===== config.mk =====
export PLATFORM = sky130hd
export DESIGN_NAME = window_scan_ctrl
export DESIGN_NICKNAME = d
export VERILOG_FILES = /design/src/rtl/window_scan_ctrl.sv
export SDC_FILE = /design/constraint.sdc
export NUM_CORES = 1
export LEC_CHECK = 0
export ABC_CLOCK_PERIOD_IN_PS = 4500
export BUFFER_PORTS_ARGS = -buffer_cell sky130_fd_sc_hd__buf_2
export CORE_MARGIN = 2
export CORE_UTILIZATION = 35
export DETAILED_ROUTE_END_ITERATION = 6
export HOLD_SLACK_MARGIN = 0.03
export PLACE_DENSITY = 0.62
export SYNTH_ARGS = -nofsm -noshare
export SYNTH_HDL_FRONTEND = slang
export SYNTH_SLANG_ARGS = --single-unit

===== constraint.sdc =====
create_clock -name clk -period 4.5 [get_ports clk]
set_clock_uncertainty 0.05 [all_clocks]
set_input_delay 0.9 -clock clk [delete_from_list [all_inputs] [get_ports clk]]
set_output_delay 0.9 -clock clk [all_outputs]
set_load 0.1 [all_outputs]

===== src/rtl/window_scan_ctrl.sv =====
// Raster sequencer for the 2R+1 line-buffer window generator: handshake, write strobe,
// window flag with centre coordinates, frame control. Optional WINDOW_SCAN_STALL_CNT_EN adds stall_cycles.
module window_scan_ctrl #(
  parameter int IMAGE_WIDTH  = 512,
  parameter int IMAGE_HEIGHT = 512,
  parameter int R            = 2,
  parameter int CW           = $clog2(IMAGE_WIDTH),
  parameter int RW           = $clog2(IMAGE_HEIGHT)
) (
  input  logic          clk,
  input  logic          rst_n,
  input  logic          start,
  input  logic          in_valid,
  input  logic [7:0]    in_data,
  output logic          in_ready,
  output logic          buf_write,
  output logic [7:0]    buf_data,
  output logic          win_valid,
  output logic [CW-1:0] win_col,
  output logic [RW-1:0] win_row,
  output logic          frame_busy,
  output logic          frame_done,
`ifdef WINDOW_SCAN_STALL_CNT_EN
  output logic [31:0]   stall_cycles,
`endif
  output logic [1:0]    dbg_state_o
);

  // Handshake: a pixel transfers on a rising edge where in_valid && in_ready are both high.
  typedef enum logic [1:0] {IDLE, FILL, RUN, DONE} state_t;

  localparam logic [CW-1:0] COL_LAST = CW'(IMAGE_WIDTH - 1);
  localparam logic [RW-1:0] ROW_LAST = RW'(IMAGE_HEIGHT - 1);
  localparam logic [CW-1:0] COL_EDGE = CW'(2 * R);
  localparam logic [RW-1:0] ROW_EDGE = RW'(2 * R);

  state_t        state_q;
  logic [CW-1:0] ci_q, ci_d;
  logic [RW-1:0] ri_q, ri_d;
  logic          in_ready_q, win_valid_q, frame_busy_q, frame_done_q;
  logic [CW-1:0] win_col_q;
  logic [RW-1:0] win_row_q;
  logic          accept, col_wrap, at_last, at_fill, in_win;

  always_comb begin
    // Reset gates the strobe so no write escapes in the cycle reset is applied.
    accept   = rst_n && in_valid && in_ready_q;
    col_wrap = (ci_q == COL_LAST);
    ci_d     = col_wrap ? '0 : ci_q + 1'b1;
    ri_d     = ri_q;
    if (col_wrap) ri_d = (ri_q == ROW_LAST) ? '0 : ri_q + 1'b1;
    at_last  = col_wrap && (ri_q == ROW_LAST);
    at_fill  = (ci_q == COL_EDGE) && (ri_q == ROW_EDGE);
    in_win   = (ci_q >= COL_EDGE) && (ri_q >= ROW_EDGE);
  end

  always_ff @(posedge clk) begin
    if (!rst_n) begin
      state_q      <= IDLE;
      ci_q         <= '0;
      ri_q         <= '0;
      in_ready_q   <= 1'b0;
      win_valid_q  <= 1'b0;
      win_col_q    <= '0;
      win_row_q    <= '0;
      frame_busy_q <= 1'b0;
      frame_done_q <= 1'b0;
    end else begin
      win_valid_q  <= 1'b0;
      frame_done_q <= 1'b0;
      if (accept) begin
        ci_q <= ci_d;
        ri_q <= ri_d;
        if (in_win) begin
          win_valid_q <= 1'b1;
          win_row_q   <= ri_q - RW'(R);
          win_col_q   <= ci_q - CW'(R);
        end
      end
      case (state_q)
        IDLE: if (start) begin
          state_q      <= FILL;
          in_ready_q   <= 1'b1;
          frame_busy_q <= 1'b1;
          ci_q         <= '0;
          ri_q         <= '0;
        end
        FILL, RUN: if (accept && at_last) begin
          state_q      <= DONE;
          in_ready_q   <= 1'b0;
          frame_done_q <= 1'b1;
        end else if (accept && at_fill && state_q == FILL) begin
          state_q <= RUN;
        end
        DONE: begin
          state_q      <= IDLE;
          frame_busy_q <= 1'b0;
        end
        default: state_q <= IDLE;
      endcase
    end
  end

`ifdef WINDOW_SCAN_STALL_CNT_EN
  logic [31:0] stall_q;
  always_ff @(posedge clk) begin
    if (!rst_n) stall_q <= '0;
    else if (state_q == IDLE && start) stall_q <= '0;
    else if ((state_q == FILL || state_q == RUN) && !in_valid && stall_q != 32'hFFFF_FFFF)
      stall_q <= stall_q + 32'd1;
  end
  assign stall_cycles = stall_q;
`endif

  assign in_ready    = in_ready_q;
  assign buf_write   = accept;
  assign buf_data    = accept ? in_data : 8'h00;
  assign win_valid   = win_valid_q;
  assign win_col     = win_col_q;
  assign win_row     = win_row_q;
  assign frame_busy  = frame_busy_q;
  assign frame_done  = frame_done_q;
  assign dbg_state_o = state_q;

endmodule


==> results.cfg, run 1 <==
[worst_setup_path]
r2r-end = dbg_state_o[0]
critPathKind = in -> out
rrSetupSlack_ns = 2.09
reg2reg_depth = 8
r2r-start = ci_q[1]
cp_max_fo = 18
critPathCapture = buf_data[2]
required_ns = 3.55
cp.arrival_ns = 2.33
start_kind = primary input
critPathLaunch = rst_n
critPathCaptureType = output pin

[placed_design]
dpl.cell_count = 364
dp_slack_ns = 1.21
place_congestion = 0.789
port_buffers = 44
dpl_cell_area_um2 = 2440
dp_hpwl_um = 3540

[power_and_ir_drop]
p_per_area_nw_per_um2 = 372
peakVddDrop_mv = 0.406
leakagePower_nw = 1.10

[global_route]
grt_remaining_overflow = 0
antenna_found_initial = 0
grt_pass1_wl_um = 8250
grt_max_degree = 20
grtUsageTotal_pct = 14.3
grt_pass1_vias = 1761

[finish]
insertedDiodeCount = 0
syn_to_final_growth_pct = 14.7
fin_area_um2 = 2520
fillers = 631
seqCellArea_um2 = 841
drive_gt1_share_pct = 20.0
instances_no_fill = 370
multi_input_comb_area_um2 = 1230
fin_nets = 322

[run_status]
status = completed

[logic_synthesis]
synthCells = 258
yosys_warnings = 0
postSynthAreaPerCell_um2 = 8.53
synth_nets = 284
yosys_register_bits = 42
ys_seq_area_share_pct = 38.2
synth.distinct_cells = 39
syn_area_um2 = 2200

[worst_hold_path]
hold_class = reg -> reg

[floorplan]
start_util_pct = 36.7
ios = 45
core_um2 = 5990
die-area_um2 = 6930
num_rows = 28
die_w_um = 83.3
die_h_um = 83.3

[detailed_routing]
drt-pass1-iter-count = 4
wirelength_um = 4800
via_count = 1833
viasPerCell = 4.95
drc = 0
drtIter0Drc = 58
ant_nets = 0
wl_per_cell_um = 13.0

[timing]
slew_viol_final = 0
worst_slack_ns = 1.22
max_freq_mhz = 305
setup_tns_ns = 0
worst_pin_slew_ns = 0.784
period_needed_ns = 3.28
finalSetupViolCount = 0
finalCritPeriodShare_pct = 73.0
hold_viol = 0
max_slew_margin_pct = 47.5
rsz0062_at_grt = no

[clock_network]
clk_pin_slew_ns = 0.07
ctsHoldBuffers = 0
ctsLongestPathBuffers = 2
cts_sinks = 42
ctsResizeCount = 0
cts_root_buf = clkbuf_8
cts_max_level = 2
cts_setup_buffers = 0
cts_tree = yes
cts_buffers = 5
clock_latency_ns = 0.28

[flow_run]
drv_cap = 0
## cells by family (layout without fill, tap and decap cells)
kind of cell               Yosys count  count (layout)  synth area share [%]
DFF                                 42              42                  38.2
xor gates and xnor gates            23              23                  9.16
AOI/OAI and AO/OA                   43              43                  13.0
buffers and inverters               26              63                  5.69
adders and majority gates           14              14                  7.96
muxes                                3               3                  1.37
and+or+nand+nor                    107             107                  24.6
## per-stage QoR
stage / hold slack (ns) / total power (W) / util, %
final: 0.399 / 0.000940 / 42.1
after floorplan: 0.438 / 0.000653 / -
after global routing: 0.414 / 0.000988 / 42.1
after CTS: 0.401 / 0.000948 / 42.1
after global placement: 0.393 / 0.000704 / 40.7
after detailed placement: 0.393 / 0.000710 / 40.7
## final cells by class
| type | count | share of cell area, % |
|---|---|---|
| well taps | 75 | 3.72 |
| repair buffers | 45 | 9.02 |
| multi-input cells | 190 | 48.9 |
| inverters | 12 | 1.78 |
| flip-flops and latches | 42 | 33.3 |
| clock buffers | 6 | 3.27 |
## state kept, by name, summed over array words and instances (netlist names)
register / count
in_ready: 1
dbg_state_o: 2
frame_done: 1
win_row: 9
frame_busy: 1
ri_q: 9
win_col: 9
ci_q: 9
win_valid: 1
## synth_stat cells
| library cell | instances | area [um2] |
|---|---|---|
| nand3_1 | 11 | 55.1 |
| nor2_1 | 24 | 90.1 |
| mux2i_1 | 3 | 30.0 |
| a211oi_1 | 6 | 45.0 |
| ha_1 | 14 | 175 |
| nor4_1 | 3 | 18.8 |
| nor2b_1 | 1 | 6.26 |
| inv_1 | 12 | 45.0 |
| nand4b_1 | 1 | 8.76 |
| and2_4 | 1 | 8.76 |
| xor2_1 | 8 | 70.1 |
| or3_1 | 1 | 6.26 |
| nand3b_1 | 3 | 22.5 |
| buf_6 | 3 | 33.8 |
| o21ai_0 | 3 | 15.0 |
| and4_1 | 1 | 8.76 |
| nand3_2 | 1 | 10.0 |
| clkbuf_1 | 7 | 26.3 |
| a21o_1 | 1 | 7.51 |
| a21boi_0 | 1 | 7.51 |
| and2_1 | 8 | 50.1 |
| nand2b_1 | 1 | 6.26 |
| a31oi_1 | 1 | 6.26 |
| a21oi_1 | 18 | 90.1 |
| xnor2_1 | 15 | 131 |
| nand4_1 | 6 | 37.5 |
| o211a_1 | 1 | 10.0 |
| buf_2 | 4 | 20.0 |
| nor3b_1 | 2 | 15.0 |
| a211oi_2 | 4 | 50.1 |
| o21a_1 | 1 | 7.51 |
| nand2_1 | 30 | 113 |
| nor4_4 | 1 | 21.3 |
| nor3_1 | 10 | 50.1 |
| dfxtp_1 | 42 | 841 |
| and3_1 | 2 | 12.5 |
| a31oi_2 | 1 | 12.5 |
| a41o_1 | 1 | 10.0 |
| o21ai_1 | 5 | 25.0 |
## critical path: stages
cell and delay, ns:
buf_2 0.29, nand3_1 0.12, buf_4 0.19, inv_1 0.24
and2_1 0.17, buf_2 0.42
## worst min-delay path by stage
stage	endpoint	slack (ns)	cells after the start	from
floorplan	ci_q[8]	0.44	2	ci_q[8]
CTS	win_row[0]	0.40	2	win_row[0]
global route	win_row[3]	0.41	2	win_row[3]
global placement	win_row[4]	0.39	2	win_row[4]
finish	win_row[3]	0.40	2	win_row[3]
detailed placement	win_row[0]	0.39	2	win_row[0]
## placed cells by master (no fill, tap or decap), types with 2 or more instances in the layout
cell type	instances
and2_1	8
buf_2	44
nand3b_1	3
nor3_1	10
nand4_1	6
inv_1	12
a21oi_1	18
a211oi_2	4
xor2_1	8
xnor2_1	15
o21ai_0	3
nor2_1	24
nor3b_1	2
nand3_1	11
mux2i_1	3
nand2_1	30
ha_1	14
nor4_1	3
a211oi_1	6
and3_1	2
o21ai_1	5
clkbuf_8	6
dfxtp_1	42
## layer usage
layer	track usage, %	vias to the layer above	routed length (um)
met4	4.77	0	49
met5	0	-	0
li1	-	956	-
met1	19.8	821	2480
met2	21.6	51	1990
met3	3.58	5	281
## power by group
part           switching (W)  total, W  internal, W
registers          0.0000177  0.000405     0.000387
logic               0.000231  0.000297    0.0000659
clock network       0.000119  0.000238     0.000118
Power figures use the tool's default switching activity.
==> run 2: changes to the inputs <==
ABC_CLOCK_PERIOD_IN_PS = 2800   (was 4500)
PLACE_DENSITY = 0.64   (was 0.62)
clock period = 2.8 ns   (was 4.5 ns; I/O delays follow)
==> results.cfg, run 2 (synthesis results as in run 1) <==
[finish]
insertedDiodeCount = 0
fin_nets = 323
final_common_cell = dfxtp_1
syn_to_final_growth_pct = 21.9
final_cell_mix = dfxtp_1, buf_2, nand2_1
drive_gt1_share_pct = 23.5
fin_area_um2 = 2680

[clock_network]
clk_pin_slew_ns = 0.08
clock_latency_ns = 0.30
cts_root_buf = clkbuf_8
cts_buffers = 5
cts_tree = yes
cts_sinks = 42
ctsLongestPathBuffers = 2
cts_max_level = 2
cts_setup_buffers = 0
ctsResizeCount = 0
ctsHoldBuffers = 0

[worst_setup_path]
start_kind = primary input
critPathKind = in -> out
cp_max_fo = 18
rrSetupSlack_ns = 0.50
critPathCaptureType = output pin
required_ns = 2.19
cp.arrival_ns = 1.72
crit_chain = buf_2, nand3_1, inv_1, and2_2, buf_12
critical_path.slowest_cell = inv_1
critPathMaxStageDelay_ns = 0.31

[detailed_routing]
via_count = 1884
ant_nets = 0
drc = 0
wirelength_um = 4850
drt-pass1-iter-count = 4
viasPerCell = 5.05
drtIter0Drc = 110
wl_per_cell_um = 13.0

[timing]
worst_pin_slew_ns = 0.495
finalSetupViolCount = 0
max_freq_mhz = 429
worst_slack_ns = 0.470
holdWs_ns = 0.407
max_slew_margin_pct = 67.3
rsz0062_at_grt = no
slew_viol_final = 0
setup_tns_ns = 0
period_needed_ns = 2.33
hold_viol = 0
finalCritPeriodShare_pct = 83.2

[global_route]
grtUsageTotal_pct = 14.9
antenna_found_initial = 0
grt_remaining_overflow = 0
grt_max_degree = 20
grt_pass1_vias = 1820
grt_pass1_wl_um = 8620

[placed_design]
dpl_cell_area_um2 = 2590
dp_hpwl_um = 3620
dp_slack_ns = 0.474
place_congestion = 0.797
port_buffers = 44

[floorplan]
start_util_pct = 36.7
die_h_um = 83.3
num_rows = 28
ios = 45
core_um2 = 5990
die-area_um2 = 6930
die_w_um = 83.3

[power_and_ir_drop]
p_per_area_nw_per_um2 = 577
design_power_total_w = 0.00155
leakagePower_nw = 1.14
peakVddDrop_mv = 0.882

[worst_hold_path]
hold_class = reg -> reg

[run_status]
status = completed

[flow_run]
drv_cap = 0
## run 2: per-layer routing
metal,track usage [%],share of wire [%],vias up
li1,-,-,958
met1,21.3,52,862
met2,21.6,40,58
met3,4.57,7.1,6
met4,4.17,0.99,0
met5,0,0,-
## run 2: final cells by class
| cell class | instances | area, um2 |
|---|---|---|
| Timing Repair Buffer | 46 | 370 |
| Multi-Input combinational cell | 190 | 1240 |
| Sequential cell | 42 | 842 |
| Fill cell | 586 | 3310 |
| Tap cell | 75 | 93.8 |
| Clock buffer | 6 | 72.6 |
| Inverter | 12 | 45.0 |
| Clock inverter | 2 | 13.8 |
## run 2: worst paths after layout
check | from | end | depth (start not counted)
setup reg to reg | ci_q[1] | dbg_state_o[0] | 8
setup / recovery | rst_n | buf_data[1] | 5
hold / removal | win_row[8] | win_row[8] | 2
hold reg to reg | win_row[8] | win_row[8] | 2
## run 2: through the flow
stage	utilization [%]	std cells
2_1_floorplan	-	258
3_3_place_gp	43.3	365
3_5_place_dp	43.3	365
5_1_grt	44.8	373
4_1_cts	44.8	373
6_report	44.8	373
## run 2: critical path: cells and delay by family
kind                   cells  cell delay (ns)
buffers and inverters      3             0.77
and+or+nand+nor            2             0.38
## run 2: report_power, final
part	leakage, nW	internal (W)	switching, W
sequential	0.339	0.000623	0.0000267
clock	0.0452	0.000176	0.000215
combinational	0.751	0.000132	0.000374
==> run 3: changes to the inputs <==
ABC_AREA = 1   (was default)
ABC_CLOCK_PERIOD_IN_PS = 2060   (was 2800)
clock period = 2.06 ns   (was 2.8 ns; I/O delays follow)
==> results.cfg, run 3 <==
[clock_network]
ctsLongestPathBuffers = 2
cts_root_buf = clkbuf_8
ctsHoldBuffers = 0
cts_sinks = 42
cts_max_level = 2
cts_buffers = 5
clock_latency_ns = 0.29
clk_pin_slew_ns = 0.08
cts_tree = yes

[placed_design]
place_congestion = 0.881
dp_hpwl_um = 3860
port_buffers = 44

[power_and_ir_drop]
p_per_area_nw_per_um2 = 722
swShare_pct = 40.0
p_int_w = 0.00131
clkPwrFrac_pct = 26.1
leakagePower_nw = 1.40
peakVddDrop_mv = 1.03
power_frac_comb_pct = 32.9
design_power_total_w = 0.00218
p_switching_w = 0.000872
pwr-share-seq_pct = 41.1

[floorplan]
num_rows = 29
start_util_pct = 35.9
core_um2 = 6310
ios = 45
die-area_um2 = 7140
die_w_um = 84.5
die_h_um = 84.5

[timing]
finalCritPeriodShare_pct = 92.5
hold_viol = 0
slew_viol_final = 0
setup_tns_ns = 0
max_slew_margin_pct = 67.6
max_freq_mhz = 525
finalSetupViolCount = 0
worst_pin_slew_ns = 0.489
period_needed_ns = 1.90

[logic_synthesis]
yosys_register_bits = 42
postSynthAreaPerCell_um2 = 7.04
synth_top_area_cell = dfxtp_1
yosys-mux-area-fraction_pct = 0
synth.distinct_cells = 29
yosys_warnings = 0
synth_nets = 348
synth_compound_area_share_pct = 7.78
yosysTopAreaCellShare_pct = 37.1
syn_area_um2 = 2270
synth.most_common_cell = nor2_1
synthSimpleGateAreaFrac_pct = 31.9
synthCells = 322
synth_edf_count = 0
yosys-top-cells-area = dfxtp_1, nor2_1, inv_1, nand2_1, ha_1
synth_top_family_by_area = simple AND/OR/NAND/NOR gates
synthTopCellsByCount = nor2_1, inv_1, nand2_1
ys_seq_area_share_pct = 37.1
synth_flop_cell = dfxtp_1
synth_fa_ha_area_share_pct = 7.72
synthXorXnorAreaFrac_pct = 5.02
async_flop_share_pct = 0

[detailed_routing]
drtIter0Drc = 144
drc = 0
via_count = 2142
wl_per_cell_um = 11.1
viasPerCell = 4.66
wirelength_um = 5110
drt-pass1-iter-count = 4
ant_nets = 0

[worst_setup_path]
reg2reg_depth = 12
r2r-end = ri_q[7]
rrSetupSlack_ns = 0.16
critPathKind = reg -> reg
critPathCaptureType = flip-flop
start_kind = flip-flop
cp.arrival_ns = 2.09
cp_max_fo = 5
required_ns = 2.25
r2r-start = ci_q[0]

[global_route]
antenna_found_initial = 0
grtUsageTotal_pct = 15.0
grt_remaining_overflow = 0
grt_max_degree = 27
grt_pass1_vias = 2054
grt_pass1_wl_um = 8890

[finish]
syn_to_final_growth_pct = 33.0
fin_nets = 408
final_cell_mix = nor2_1, nand2_1, inv_1
finalCoreUtilization_pct = 47.8
final_common_cell = nor2_1
insertedDiodeCount = 0
drive_gt1_share_pct = 25.6

[worst_hold_path]
min-delay-start = start
whs_endpoint = in_ready
hold_depth = 3
hold_class = in -> reg

[flow_run]
drv_cap = 0

[run_status]
status = completed
[run 3: cell count changes after synthesis, moves of 4 or more]
| cell | before | now |
|---|---|---|
| xor2_1 | 8 | 12 |
| nor2_1 | 24 | 79 |
| a21oi_1 | 18 | 11 |
| inv_1 | 12 | 47 |
| o21ai_0 | 3 | 9 |
| and2_1 | 8 | 0 |
| clkbuf_1 | 7 | 2 |
| xnor2_1 | 15 | 1 |
| a211oi_2 | 4 | 0 |
| a211oi_1 | 6 | 1 |
| nand2_1 | 30 | 47 |
[run 3: logic make-up after synthesis]
kind of cell | Yosys count
buffers and inverters | 56
xor gates and xnor gates | 13
adders and majority gates | 14
DFF | 42
AOI/OAI and AO/OA | 33
and+or+nand+nor | 164
[run 3: power groups by stage]
stage | combinational [W] | sequential, W | clock [W]
6_report | 0.000717 | 0.000895 | 0.000568
5_1_grt | 0.000779 | 0.000901 | 0.000615
4_1_cts | 0.000720 | 0.000895 | 0.000586
3_5_place_dp | 0.000717 | 0.000910 | 0
3_3_place_gp | 0.000706 | 0.000911 | 0
2_1_floorplan | 0.000340 | 0.00112 | 0
[run 3: layout make-up]
type	instances	area, um2
clock buffers	6	82.6
clock inverters	2	11.3
fillers	644	3300
inverters	49	191
multi-input cells	224	1300
flip-flops and latches	42	850
well taps	77	96.3
repair buffers	60	488
[run 3: per-layer routing]
layer | vias up | global-route usage [%] | share of wire [%] | wire length (um)
li1 | 1124 | - | - | -
met1 | 944 | 19.8 | 47 | 2430
met2 | 68 | 23.8 | 45 | 2290
met3 | 6 | 3.93 | 6.8 | 349
met4 | 0 | 5.34 | 1.0 | 51
met5 | - | 0 | 0 | 0
[run 3: critical path, cell delays in order, from the launching register on]
cell and delay, ns:
dfxtp_2 0.36, ha_4 0.14, nand2_2 0.07, nor3_4 0.12
nand2_1 0.06, nor2_1 0.12, ha_2 0.23, nand4_4 0.15
nor2_4 0.17, nand4_1 0.13, nand2_1 0.09, nand2_1 0.05
nor2_1 0.10
[run 3: how the worst max path moves through the flow]
stage                   from     endpoint  slack, ns  depth (start not counted)
floorplan           in_ready  buf_data[0]       0.06                          3
global placement     ci_q[0]      ri_q[2]       0.09                         11
detailed placement   ci_q[0]      ri_q[3]      -0.05                         11
CTS                  ci_q[0]      ri_q[3]       0.03                         11
global route         ci_q[0]      ri_q[7]      -0.01                         12
finish               ci_q[0]      ri_q[7]       0.16                         12
[run 3: through the flow]
step                      hold slack [ns]  instance area [um2]  std cells  worst slack, ns
final                               0.365                 3020        460            0.155
after global routing                0.407                 3020        460          -0.0121
after global placement              0.409                 2860        451           0.0944
after CTS                           0.365                 2970        459           0.0267
after detailed placement            0.421                 2860        451          -0.0474
after floorplan                     0.447                 2340        322           0.0624
[run 3: timing repair]
action	in CTS	in global routing
setup buffers	0	1
setup endpoints to repair	6	16
resized for setup	5	11
pin swaps	0	8
